`config.mk`:
```
export PLATFORM = sky130hd
export DESIGN_NAME = mm_step_sequencer
export DESIGN_NICKNAME = d
export VERILOG_FILES = /design/src/rtl/mm_ctrl_pkg.sv /design/src/rtl/mm_step_sequencer.sv
export SDC_FILE = /design/constraint.sdc
export NUM_CORES = 1
export LEC_CHECK = 0
export CAP_MARGIN = 10
export CORE_MARGIN = 8
export CORE_UTILIZATION = 50
export DETAILED_ROUTE_END_ITERATION = 6
export GPL_TIMING_DRIVEN = 0
export HOLD_SLACK_MARGIN = 0.03
export PLACE_DENSITY_LB_ADDON = 0.25
export REMOVE_ABC_BUFFERS = 1
export SYNTH_ARGS = -nofsm -noshare
export SYNTH_HDL_FRONTEND = slang
export SYNTH_SLANG_ARGS = --single-unit
```
`constraint.sdc`:
```
create_clock -name clk -period 2.7 [get_ports clk]
set_input_delay 0.27 -clock clk [delete_from_list [all_inputs] [get_ports clk]]
set_output_delay 0.27 -clock clk [all_outputs]
set_load 0.02 [all_outputs]
```
`src/rtl/mm_ctrl_pkg.sv`:
```
// mm_ctrl_pkg: shared constants, state encoding and step codes for the matrix multiplier control
package mm_ctrl_pkg;
  localparam int NUM_STEPS = 13;
  localparam int CODE_W = 4;
  typedef enum logic [1:0] {IDLE, ISSUE, DONE} state_e;
  localparam logic [CODE_W-1:0] STEP_NONE = 4'd0;
  localparam logic [CODE_W-1:0] STEP_1 = 4'd1;
  localparam logic [CODE_W-1:0] STEP_2 = 4'd2;
  localparam logic [CODE_W-1:0] STEP_3 = 4'd3;
  localparam logic [CODE_W-1:0] STEP_4 = 4'd4;
  localparam logic [CODE_W-1:0] STEP_5 = 4'd5;
  localparam logic [CODE_W-1:0] STEP_6 = 4'd6;
  localparam logic [CODE_W-1:0] STEP_7 = 4'd7;
  localparam logic [CODE_W-1:0] STEP_8 = 4'd8;
  localparam logic [CODE_W-1:0] STEP_9 = 4'd9;
  localparam logic [CODE_W-1:0] STEP_10 = 4'd10;
  localparam logic [CODE_W-1:0] STEP_11 = 4'd11;
  localparam logic [CODE_W-1:0] STEP_12 = 4'd12;
  localparam logic [CODE_W-1:0] STEP_13 = 4'd13;
endpackage

```
`src/rtl/mm_step_sequencer.sv`:
```
// mm_step_sequencer: issues step codes 1..NUM_STEPS per round, one per ack, for the step decoder
module mm_step_sequencer #(
  parameter int NUM_STEPS = mm_ctrl_pkg::NUM_STEPS,
  parameter int CODE_W = mm_ctrl_pkg::CODE_W
) (
  input  logic              clk,
  input  logic              rst,
  input  logic              start,
  input  logic [CODE_W-1:0] rounds,
  input  logic              step_ack,
  input  logic              abort,
  output logic [CODE_W-1:0] step_code,
  output logic              step_valid,
  output logic [CODE_W-1:0] round_idx,
  output logic              busy,
  output logic              done
);
  import mm_ctrl_pkg::*;
  localparam logic [CODE_W-1:0] LAST = CODE_W'(NUM_STEPS);
  localparam logic [CODE_W-1:0] FIRST = CODE_W'(STEP_1);
  state_e st_q, st_d;
  logic [CODE_W-1:0] code_q, code_d, round_q, round_d, rounds_q, rounds_d;
  logic valid_q, busy_q, done_q, wrap, more;
  assign wrap = code_q == LAST;
  assign more = round_q != rounds_q - 1'b1;
  always_comb begin
    st_d = st_q;
    code_d = code_q;
    round_d = round_q;
    rounds_d = rounds_q;
    if (abort) begin
      st_d = IDLE;
      code_d = '0;
    end else if (st_q == IDLE && start) begin
      rounds_d = rounds;
      round_d = '0;
      st_d = rounds != '0 ? ISSUE : DONE;
      code_d = rounds != '0 ? FIRST : '0;
    end else if (st_q == ISSUE && step_ack) begin
      code_d = !wrap ? code_q + 1'b1 : more ? FIRST : '0;
      round_d = wrap && more ? round_q + 1'b1 : round_q;
      st_d = wrap && !more ? DONE : ISSUE;
    end else if (st_q == DONE) begin
      st_d = IDLE;
    end
  end
  always_ff @(posedge clk) begin
    if (rst) begin
      st_q <= IDLE;
      code_q <= '0;
      round_q <= '0;
      rounds_q <= '0;
      valid_q <= 1'b0;
      busy_q <= 1'b0;
      done_q <= 1'b0;
    end else begin
      st_q <= st_d;
      code_q <= code_d;
      round_q <= round_d;
      rounds_q <= rounds_d;
      valid_q <= code_d != '0;
      busy_q <= st_d != IDLE;
      done_q <= st_d == DONE;
    end
  end
  assign step_code = code_q;
  assign step_valid = valid_q;
  assign round_idx = round_q;
  assign busy = busy_q;
  assign done = done_q;
endmodule

```
==> After elaboration in Yosys (flattened, before gate mapping) <==
Cells that the tools add are included.
{ "word_totals": {"register_bits": 17, "word_cells": 44, "out_inout_bits": 11, "inputBits": 9} }
{ "classes": {"muxes": 15, "bitwise_logic": 1, "reduce_logical": 13, "n_eq_ne": 5, "addsub": 3} }
{ "ops": {"columns": ["cell", "n"], "rows": [
  ["2-to-1 mux 4 bit", 7],
  ["2-to-1 mux 2 bit", 6],
  ["adder 4 x 1 -> 4 bit (second input constant)", 2],
  ["nonzero test 4 bit", 2],
  ["nonzero test 2 bit", 3],
  ["equality test 2 bit (second input constant)", 2],
  ["equality test 4 bit (second input constant)", 1],
  ["logical AND 1 bit", 4],
  ["inequality test 4 bit", 1],
  ["subtractor 4 x 1 -> 4 bit (second input constant)", 1],
  ["AND reduction 3 bit", 1],
  ["equality test 2 x 1 -> 1 bit (second input constant)", 1],
  ["logical NOT 2 bit", 1],
  ["2-to-1 mux 1 bit", 2],
  ["AND reduction 2 bit", 1],
  ["logical NOT 1 bit", 1],
  ["inverter 1 bit", 1]
]} }

==> Logic depth before layout (Yosys ltp) <==
{ "logic_depth": {"depth_word": 9, "depth_mapped": 7, "depth_no_buf": 7} }

==> Least setup slack after synthesis <==
Ideal clock, no wire load.
{ "synth_timing": {"kind": "register to register", "start": "register rounds_q[0]", "end": "register round_q[3], in the netlist round_idx[3]", "path_slack_ps": 1089, "required_ps": 2570, "arrival_ps": 1481, "setup_ps": 130, "period_less_slack_ps": 1611, "n_path_buf": 0, "path_stages_with_launch": 8, "path_cell_list": "dfxtp_1 > inv_1 > ha_1 > xor2_1 > nand2_1 > or3_1 > nand3b_1 > o31ai_1"} }
{ "synth_between": {"elab_chain_len": 5} }
{ "synth_rtl": {"columns": ["element", "line_no", "rtl"], "rows": [
  ["from (decl)", "mm_step_sequencer.sv:22", "logic [CODE_W-1:0] code_q, code_d, round_q, round_d, rounds_q, rounds_d;"],
  ["from (signal assigned)", "mm_step_sequencer.sv:60", "rounds_q <= rounds_d;"],
  ["subtractor 4 x 1 -> 4 bit", "mm_step_sequencer.sv:25", "assign more = round_q != rounds_q - 1'b1;"],
  ["inequality test 4 bit", "mm_step_sequencer.sv:25", null],
  ["logical AND 1 bit", "mm_step_sequencer.sv:41", "round_d = wrap && more ? round_q + 1'b1 : round_q;"],
  ["nonzero test 2 bit (no line)", null, null],
  ["AND reduction 3 bit (no line)", null, null],
  ["to (signal assigned)", "mm_step_sequencer.sv:59", "round_q <= round_d;"],
  ["to (decl)", "mm_step_sequencer.sv:22", null]
]} }
No other way between the ends.
A chain may end at the register's enable or synchronous reset.

==> Final worst setup path <==
{ "layout_timing": {"start": "register code_q[1], in the netlist step_code[1]", "end": "output port step_code[1]"} }
{ "layout_rtl": {"columns": ["element", "line_no", "rtl"], "rows": [
  ["from (decl)", "mm_step_sequencer.sv:22", null],
  ["from (signal assigned)", "mm_step_sequencer.sv:58", "code_q <= code_d;"],
  ["to (decl)", "mm_step_sequencer.sv:12", "output logic [CODE_W-1:0] step_code,"]
]} }
No word-level cell between the ends.

==> metrics.md <==
| Metric | Value |
|---|---|
| Post-synthesis sequential area ratio | 36.7% |
| First-pass GRT wire length | 3590 um |
| Fmax | 541 MHz |
| Final HPWL DP | 1560 um |
| Worst min path class | flip-flop to flip-flop |
| Core Rows | 15 |
| Clock power frac | 30.1% |
| DRC violations left | 0 |
| Slew Limit Fails | 0 |
| Core ar. | 1750 um2 |
| Total power draw | 472 uW |
| Critical Path RT | 2430 ps |
| Status | complete, no violations |
| CP startpoint kind | flip-flop |
| Antenna viol nets, final | 0 |
| GRT Residual Overflow | 0 |
| Synth area leader | dfxtp_1 |
| Sequential Power Share | 55.7% |
| Fraction of power spent switching nets | 26.9% |
| Ranking of synthesized cells by area | dfxtp_1, a21oi_1, nand2_1 |
| CP max stage cell | clkdlybuf4s50_1 |
| Clock sinks | 17 |
| Share of cells above drive strength 1 | 8.33% |
| Min Clock Period, post-route | 1850 ps |
| Number of global-route vias before repair | 876 |
| PostCTS Resize Cnt | 0 |
| CTS tree | yes |
| Cells after Synth | 111 |
| Max IR drop VDD | 266 uV |
| Slowest stage delay, CP | 690 ps |
| Clk buf depth | 2 |
| Initial antenna violation count | 0 |
| Warnings, synthesis | 0 |
| Tcrit/Tclk final | 68.5% |
| Largest net degree at the start of global routing | 17 |
| Psw | 127 uW |
| Final layout net count | 144 |
| DIE AREA | 3490 um2 |
| Synth unique cells | 38 |
| Clk root buf | clkbuf_4 |
| Clock Skews | 4.88 ps |
| Vias | 885 |
| Die height | 59.1 um |
| Post-synth EDFFs | 0 |
| Total GRT Usage | 12.7% |
| Worst path buffer plus inverter count | 1 |
| Antenna Cells | 0 |
| Pin slew with the least headroom to its limit | 549 ps |
| Die width | 59.1 um |
| Final Hold Viols | 0 |
| WL per Instance | 12.9 um |
| TritonRoute pass-1 iters | 4 |
| P per Cell Area | 405 nW/um2 |
| Cell-internal power | 345 uW |
| Finish-stage setup viols | 0 |
| Total negative slack | 0 ps |
| Clock latency on the worst-skew pair | 290 ps |
| Share of flip-flops with an asynchronous set or reset | 0% |
| Critical Path AT | 1580 ps |
| Final WL | 2030 um |
| Avg Cell Area, Syn | 8.35 um2 |
| Cts hold-fix bufs | 0 |
| Max cap viols | 0 |
| WS Path Type | flip-flop to output pin |
| CP max FO | 11 |
| Port Buffers | 19 |
| CTS H-tree depth | 1 |
| Slew headroom | 63.3% |
| Leak | 0.000367 uW |
| First DRT Iteration DRCs | 29 |
| Top FF cell, synth | dfxtp_1 |
| Reg-to-reg slack, setup | 920 ps |
| Unrepaired setup endpoints after global routing | no |
| DR vias/cell | 5.64 |
| Commonest cells after routing, fill and taps aside | clkdlybuf4s50_1, dfxtp_1, a21oi_1 |
| Starting density of the core | 53.1% |
| Seq cells post-synth | 17 |
| Mapped cell area | 927 um2 |
| Post-CTS setup buffers | 0 |
| Clk slew on worst S/H paths | 110 ps |
| Post-synth top area share | 36.7% |
| Most common cell after layout, fill and taps aside | clkdlybuf4s50_1 |
| Total CTS buffers | 3 |
| CP top delay family | buffers and inverters |
| # IOs | 20 |
| CP Cell Sequence | clkdlybuf4s50_1 |
| RePlAce Congestion | 0.802 |
| Gate power share | 14.2% |
| Area Overhead vs Synth | 25.9% |
| Worst setup EP type | output pin |
[final cells by class]
cell class,count,area [um2]
clock buffer,3,22.5
clock inverter,1,5.00
fill,152,578
inverter,5,18.8
multi-input combinational,87,559
sequential,17,340
tap,25,31.3
timing repair buffer,19,190
[stage by stage]
stage | worst slack, ps | instances | hold slack [ps] | cell area (um2) | util (%)
floorplan | 1090 | 109 | 339 | 918 | -
global placement | 684 | 153 | 459 | 1140 | 65.3
detailed placement | 663 | 153 | 474 | 1140 | 65.3
CTS | 836 | 157 | 490 | 1170 | 66.9
global route | 718 | 157 | 513 | 1170 | 66.9
finish | 852 | 157 | 487 | 1170 | 66.9
[worst paths after layout]
path,depth (start not counted),to,from
max,1,step_code[1],step_code[1]
max reg2reg,7,round_idx[1],rounds_q[0]
min,2,rounds_q[3],rounds_q[3]
min reg2reg,2,rounds_q[3],rounds_q[3]
[synthesized netlist by cell type, types with 2 or more instances]
cell and count:
a21oi_1 16, nor3b_1 2, nand3b_1 2, inv_1 4
nor2_1 8, nand2_1 14, nand4b_1 2, nand2b_1 2
xor2_1 2, ha_1 2, o211ai_1 2, or3_1 2
nor3_1 4, dfxtp_1 17, nand3_1 4, xnor2_1 4
o31ai_1 3
[per-layer routing]
metal  global-route usage [%]  wire (um)
met3                     3.04        115
met2                     20.2        958
met4                     4.10         15
met5                        0          0
met1                     16.2        939
[flip-flops by register name, indices dropped and copies added (netlist names)]
name and count:
busy 1, rounds_q 4, st_q 2, round_idx 4, step_valid 1, step_code 4, done 1
[logic make-up after synthesis]
kind of cell	count (synthesis)	synth area share, %
xor+xnor	6	5.67
buf+inv	7	2.97
flops	17	36.7
simple gates	50	31.7
fa+ha+maj	2	2.70
compound gates	29	20.2
[power by group through the flow]
stage / Combinational, uW / Sequential, uW / Clock (uW)
detailed placement: 66.8 / 269 / 0
global placement: 65.4 / 269 / 0
floorplan: 35.1 / 271 / 0
finish: 67.2 / 263 / 142
CTS: 67.1 / 263 / 143
global route: 74.2 / 264 / 153
Power figures use the tool's default switching activity.
